**src/rtl/one_hot_scan_decoder_pkg.sv**
```systemverilog
// Shared types for the one-hot scan decoder: controller states and mode encodings.
package decoder_pkg;

    typedef enum logic [1:0] {
        IDLE = 2'd0,
        HOLD = 2'd1,
        SCAN = 2'd2
    } state_t;

    localparam logic MODE_DIRECT = 1'b0;
    localparam logic MODE_SCAN   = 1'b1;

endpackage

```
**src/rtl/one_hot_scan_decoder_dwell_timer.sv**
```systemverilog
// Dwell down-counter: clear beats load, otherwise counts down and parks at zero.
module dwell_timer #(
    parameter int DWELL_WIDTH = 8
) (
    input  logic                   clk,
    input  logic                   rst,
    input  logic                   load,
    input  logic                   clear,
    input  logic [DWELL_WIDTH-1:0] load_val,
    output logic [DWELL_WIDTH-1:0] count,
    output logic                   tc
);

    always_ff @(posedge clk or posedge rst) begin
        if (rst) begin
            count <= '0;
        end else if (clear) begin
            count <= '0;
        end else if (load) begin
            count <= load_val;
        end else if (count != '0) begin
            count <= count - 1'b1;
        end
    end

    assign tc = (count == '0);

endmodule

```
**src/rtl/one_hot_scan_decoder.sv**
```systemverilog
// Registered binary-to-one-hot decoder with a direct (handshake) mode and a dwell-timed scan mode.
//   state | meaning
//   IDLE  | outputs zero, waiting for an accept or scan request
//   HOLD  | last accepted index decoded and held
//   SCAN  | single active bit stepping through every position
module one_hot_scan_decoder
    import decoder_pkg::*;
#(
    parameter int SEL_WIDTH   = 2,
    parameter int DWELL_WIDTH = 8
) (
    input  logic                      CLK,
    input  logic                      RST,
    input  logic                      EN,
    input  logic                      MODE,
    input  logic [SEL_WIDTH-1:0]      SEL_IN,
    input  logic                      SEL_VALID,
    output logic                      SEL_READY,
    input  logic [DWELL_WIDTH-1:0]    DWELL,
    output logic [(2**SEL_WIDTH)-1:0] ONE_HOT_OUT,
    output logic [SEL_WIDTH-1:0]      IDX_OUT,
    output logic                      BUSY,
    output logic                      FRAME_DONE
);

    localparam int NUM_OUT = 2**SEL_WIDTH;
    localparam logic [SEL_WIDTH-1:0] LAST_IDX = SEL_WIDTH'(NUM_OUT - 1);

    state_t                   state_q;
    logic [SEL_WIDTH-1:0]     idx_q;
    logic [NUM_OUT-1:0]       one_hot_q;
    logic                     busy_q;
    logic                     frame_done_q;

    logic [DWELL_WIDTH-1:0]   count;
    logic                     tc;
    logic                     timer_load;
    logic                     timer_clear;
    logic [DWELL_WIDTH-1:0]   eff_dwell_m1;
    logic                     scan_go;
    logic                     accept;
    logic [SEL_WIDTH-1:0]     idx_step;

    function automatic logic [NUM_OUT-1:0] decode(input logic [SEL_WIDTH-1:0] idx);
        logic [NUM_OUT-1:0] v;
        v      = '0;
        v[idx] = 1'b1;
        return v;
    endfunction

    // A programmed dwell of zero still holds each index for one cycle.
    assign eff_dwell_m1 = (DWELL == '0) ? '0 : DWELL - 1'b1;
    assign scan_go      = EN & (MODE == MODE_SCAN);
    assign SEL_READY    = EN & (MODE == MODE_DIRECT) & (state_q != SCAN) & ~RST;
    assign accept       = SEL_VALID & SEL_READY;
    assign idx_step     = idx_q + 1'b1;

    assign timer_load  = scan_go & ((state_q != SCAN) | tc);
    assign timer_clear = (state_q == SCAN) & ~scan_go;

    dwell_timer #(
        .DWELL_WIDTH(DWELL_WIDTH)
    ) u_dwell_timer (
        .clk     (CLK),
        .rst     (RST),
        .load    (timer_load),
        .clear   (timer_clear),
        .load_val(eff_dwell_m1),
        .count   (count),
        .tc      (tc)
    );

    always_ff @(posedge CLK or posedge RST) begin
        if (RST) begin
            state_q      <= IDLE;
            idx_q        <= '0;
            one_hot_q    <= '0;
            busy_q       <= 1'b0;
            frame_done_q <= 1'b0;
        end else begin
            frame_done_q <= 1'b0;
            case (state_q)
                SCAN: begin
                    if (!scan_go) begin
                        state_q   <= IDLE;
                        idx_q     <= '0;
                        one_hot_q <= '0;
                        busy_q    <= 1'b0;
                    end else if (tc) begin
                        idx_q        <= idx_step;
                        one_hot_q    <= decode(idx_step);
                        frame_done_q <= (idx_step == LAST_IDX) && (eff_dwell_m1 == '0);
                    end else begin
                        // Counter reads 1 now, so next cycle is the last of this index.
                        frame_done_q <= (idx_q == LAST_IDX) && (count == DWELL_WIDTH'(1));
                    end
                end
                default: begin
                    if (scan_go) begin
                        state_q   <= SCAN;
                        idx_q     <= '0;
                        one_hot_q <= NUM_OUT'(1);
                        busy_q    <= 1'b1;
                    end else if (!EN) begin
                        state_q   <= IDLE;
                        idx_q     <= '0;
                        one_hot_q <= '0;
                    end else if (accept) begin
                        state_q   <= HOLD;
                        idx_q     <= SEL_IN;
                        one_hot_q <= decode(SEL_IN);
                    end
                end
            endcase
        end
    end

    assign ONE_HOT_OUT = one_hot_q;
    assign IDX_OUT     = idx_q;
    assign BUSY        = busy_q;
    assign FRAME_DONE  = frame_done_q;

endmodule

```
**config.mk**
```make
export PLATFORM = sky130hd
export DESIGN_NAME = one_hot_scan_decoder
export DESIGN_NICKNAME = d
export VERILOG_FILES = /design/src/rtl/one_hot_scan_decoder_pkg.sv /design/src/rtl/one_hot_scan_decoder_dwell_timer.sv /design/src/rtl/one_hot_scan_decoder.sv
export SDC_FILE = /design/constraint.sdc
export NUM_CORES = 1
export LEC_CHECK = 0
export BUFFER_PORTS_ARGS = -buffer_cell sky130_fd_sc_hd__buf_2
export CAP_MARGIN = 15
export CORE_MARGIN = 10
export CORE_UTILIZATION = 35
export DETAILED_ROUTE_END_ITERATION = 7
export GPL_ROUTABILITY_DRIVEN = 0
export SLEW_MARGIN = 20
export SYNTH_ARGS = -nofsm -noshare
export SYNTH_HDL_FRONTEND = slang
export SYNTH_SLANG_ARGS = --single-unit
```
**constraint.sdc**
```tcl
create_clock -name CLK -period 1.8 [get_ports CLK]
set_input_delay 0.18 -clock CLK [delete_from_list [all_inputs] [get_ports CLK]]
set_output_delay 0.18 -clock CLK [all_outputs]
set_load 0.05 [all_outputs]
```
==> PnR_summary.wiki <==
{| class="wikitable"
! Metric !! Value
|-
| Antenna Violating Nets Remaining || 0
|-
| Count of state elements after synthesis || 18
|-
| H-tree depth || 1
|-
| Fraction of post-synthesis cell area in the top cell type by area || around 33%
|-
| Syn_nets || approximately 180
|-
| Slew Limit Fails || 0
|-
| WHS Path Cells || 3
|-
| Main flop type after synthesis || dfrtp_1
|-
| Full die area || roughly 6800 sq um
|-
| Xor and xnor fraction of the mapped netlist area || ~5.8%
|-
| Worst-path cell chain || inv_2, ha_4, or3b_4, nor2_4, o21ai_4, buf_6, buf_6, mux2i_1, o22ai_1
|-
| Overall routed net length || between 3000 and 4000 microns
|-
| Max Fclk || ~540 MHz
|-
| Critical path's largest stage delay || 0.40 ns
|-
| Global-route usage over all layers || between 10% and 20%
|-
| TritonCTS buffer count || 3
|-
| Worst Setup End Kind || register
|-
| Proportion of synthesized flip-flops having asynchronous set or reset || 100%
|-
| Unrepaired setup endpoints after global routing || true
|-
| Hold Slack || just over 0.2 ns
|-
| Endpoint of the lowest-slack register-to-register path || u_dwell_timer.count[1]$_DFFE_PP0P_
|-
| Clock Skews || 0.00124 ns
|-
| Highest net fanout along the worst path || 6
|-
| Number of distinct library cells after synthesis || 46
|-
| Type of element launching the critical path || register
|-
| Leakage power total || 0.918 nW
|-
| Starting utilization of the core area || 36.6%
|-
| Main combinational cell family by area after synthesis || simple AND/OR/NAND/NOR gates
|-
| Synth Cell Area || ~1400 sq um
|-
| Count of max-cap constraint violations || 0
|-
| Startpoint-to-endpoint class of the critical path || register to register
|-
| Shortest clock period the worst path allows after layout || ~1.9 ns
|-
| Ys Warns || 0
|-
| Final period util || 103%
|-
| Clock tree from TritonCTS || built
|-
| Adder-Cell Fraction of Synth Area || between 10 and 15%
|-
| Maximum root-to-sink buffer count || 2
|-
| Fraction of the mapped netlist area in compound gates || 19.2%
|-
| Critical Path Source || u_dwell_timer.count[1]$_DFFE_PP0P_
|-
| Final worst-path setup slack || -0.0518 ns
|-
| Setup slack, reg-to-reg || -0.05 ns
|-
| Routed WL per cell || around 15 microns
|-
| Row Count || 22
|-
| Startpoint of the worst register-to-register path || u_dwell_timer.count[1]$_DFFE_PP0P_
|-
| Fraction of layout instances using a drive strength above 1 || a little over two fifths
|-
| CTS sink count || 18
|-
| Result of the run || finished, violations left
|-
| Number of diodes || 0
|-
| Area share of and/or/nand/nor cells after synthesis || between 20% and 30%
|-
| Largest cells by area after synthesis || dfrtp_1 33%, ha_1 11%, nor2_1 4.7%, a21oi_1 3.7%, inv_1 3.3%
|-
| Ports placed on the boundary || 24
|-
| Failing checks || setup timing
|-
| Die H || about 82 microns
|-
| Multiplexer share of the synthesized area || under 10%
|-
| Fill count || between 300 and 400
|-
| Placed cell area || around 1700 sq um
|-
| Number of enable-type register cells in the synthesized netlist || 0
|-
| Mapped Cells || 150
|-
| Sequential share of the synthesized area || 33.1%
|-
| Count of buffers inserted at the top-level ports || 23
|-
| Power density normalized to cell area || 1100 nW/um^2
|-
| First-pass GRT wire length || about 6200 microns
|-
| Tightest Hold Check Type || primary input to register
|-
| Number of antenna violations at the first check in global routing || 0
|-
| Number of iterations in the first detailed-routing pass || 4
|-
| Cell at the slowest stage of the critical path || or3b_4
|-
| Root buffer cell || clkbuf_8
|-
| CP most frequent cell || buf_6
|-
| Die X || between 80 and 90 microns
|-
| Largest area contributor in the synthesized netlist || dfrtp_1
|-
| Critical path data arrival time || ~2.0 ns
|-
| Slew headroom || around 73%
|-
| Worst IR drop on VDD || roughly 0.75 mV
|-
| Number of global-route vias before repair || around 1300
|-
| Layout Area Growth over Synthesis || 43.2%
|-
| Overall overflow remaining after global route || 0
|-
| Via total after detailed routing || roughly 1300
|-
| Actual slew at the worst max-slew pin || 0.410 ns
|-
| Post-CTS clock slew at the launch and capture registers of the worst setup and hold paths || approximately 0.07 ns
|-
| Number of violations reported at the end of detailed-routing iteration 0 || approximately 100
|-
| Number of nets in the final layout || 234
|-
| Hold violation total from the final report || 0
|-
| Final Instance Area || between 1500 and 2000 sq um
|-
| Post-detail-place hpwl || 2800 microns
|-
| Crit path to || u_dwell_timer.count[1]$_DFFE_PP0P_
|-
| Post-synthesis area per instance || 9.06 sq um
|-
| Via density per instance || between 5 and 6
|-
| Count of unresolved DRC violations after routing || 0
|-
| Area inside the core boundary || between 3000 and 4000 sq um
|-
| Data required time at the worst endpoint || just under 2 ns
|-
| R2r worst-path depth || 9
|-
| Worst slack after detailed placement || -0.148 ns
|-
| Count of endpoints failing setup in the final report || 8
|-
| Largest net degree at the start of global routing || 15
|-
| Worst-Skew Late Latency || ~0.26 ns
|}
## Yosys cell counts (all sizes together) (2+ instances only)
cell type	number
dfrtp	18
nor2	18
ha	12
inv	12
a21oi	11
nand2	11
or3	5
xnor2	5
nor4	4
o21ai	4
xor2	4
a211oi	3
buf	3
mux2	3
nor3b	3
a22oi	2
a2bb2oi	2
a31o	2
a31oi	2
and2	2
mux2i	2
nand3	2
nor3	2
o21bai	2
or3b	2
## worst max-delay path: cells and delay by family (launching register included)
kind	cells	cell delay (ns)
simple gates	2	0.53
flops	1	0.39
buf+inv	3	0.35
compound gates	2	0.19
mux	1	0.15
fa+ha+maj	1	0.14
## through the flow
step	utilization, %	cells	power [mW]	setup TNS (ns)
final	52.4	254	2.14	-0.217
after global routing	52.4	254	2.31	-0.911
after CTS	50.8	253	2.07	-0.201
after detailed placement	45.6	241	1.58	-0.522
after global placement	45.6	241	1.55	-0.239
after floorplan	-	150	1.21	0
## flip-flops by register name (all words and copies together), names as in the netlist
| register | count |
|---|---|
| BUSY | 1 |
| state_q | 2 |
| u_dwell_timer.count | 8 |
| IDX_OUT | 2 |
| ONE_HOT_OUT | 4 |
| FRAME_DONE | 1 |
## layer usage
metal,track usage [%],vias to the layer above,wire (microns)
met1,14.6,612,1720
met5,0,-,0
met4,3.06,0,11
li1,-,645,-
met2,18.5,27,1860
met3,2.92,2,167
## layout make-up
type,instances,area [sq um],area share (%)
tap,48,60.1,3.09
timing repair buffer,56,390,20.1
clock buffer,4,55.1,2.83
inverter,12,45.0,2.32
sequential,18,450,23.2
multi-input combinational,116,945,48.6
## cell families after synthesis
kind of cell,after synthesis
simple gates,53
compound gates,37
flops,18
buf+inv,16
fa+ha+maj,12
xor+xnor,9
mux,5
## placed cells by master, fill, tap and decap left out, types with 2 or more instances in the layout
master,netlist,layout
or3_4,0,2
clkbuf_8,0,4
a2bb2oi_1,2,2
a31oi_1,2,2
a211oi_2,0,3
mux2i_1,2,2
buf_4,1,27
and2_1,2,2
a21oi_1,10,7
o21ai_0,3,3
buf_6,0,6
or3b_4,0,2
nand2_1,11,11
nor3_1,2,2
a21oi_2,1,4
inv_1,12,9
nor3b_1,2,2
o21bai_1,2,2
mux2_2,3,3
xnor2_1,5,5
nor4_1,3,2
nor2_1,17,16
ha_1,12,11
dfrtp_1,18,18
buf_2,2,22
or3_1,5,3
a22oi_1,2,2
inv_2,0,3
xor2_1,4,4
## worst min path at each step
| stage | endpoint | start |
|---|---|---|
| 5_1_grt | ONE_HOT_OUT[0]$_DFFE_PP0P_ | EN |
| 6_report | ONE_HOT_OUT[0]$_DFFE_PP0P_ | EN |
| 3_5_place_dp | ONE_HOT_OUT[1]$_DFFE_PP0P_ | RST |
| 4_1_cts | ONE_HOT_OUT[0]$_DFFE_PP0P_ | EN |
| 2_1_floorplan | BUSY$_DFFE_PP0P_ | RST |
| 3_3_place_gp | ONE_HOT_OUT[1]$_DFFE_PP0P_ | RST |
## repair_timing
action / in CTS / in global routing
gates resized for setup: 18 / 12
hold endpoints to repair: 4 / 0
cloned: 0 / 0
pin swaps: 4 / 9
setup endpoints to repair: 10 / 14
hold buffers: 1 / 0
buffers inserted: 7 / 2
## where the power goes
| group | switching (mW) | total (mW) | internal [mW] |
|---|---|---|---|
| registers | 0.0912 | 0.613 | 0.521 |
| logic | 0.592 | 1.19 | 0.598 |
| clock network | 0.146 | 0.340 | 0.195 |
No activity file was read; power rests on OpenSTA's default activity.
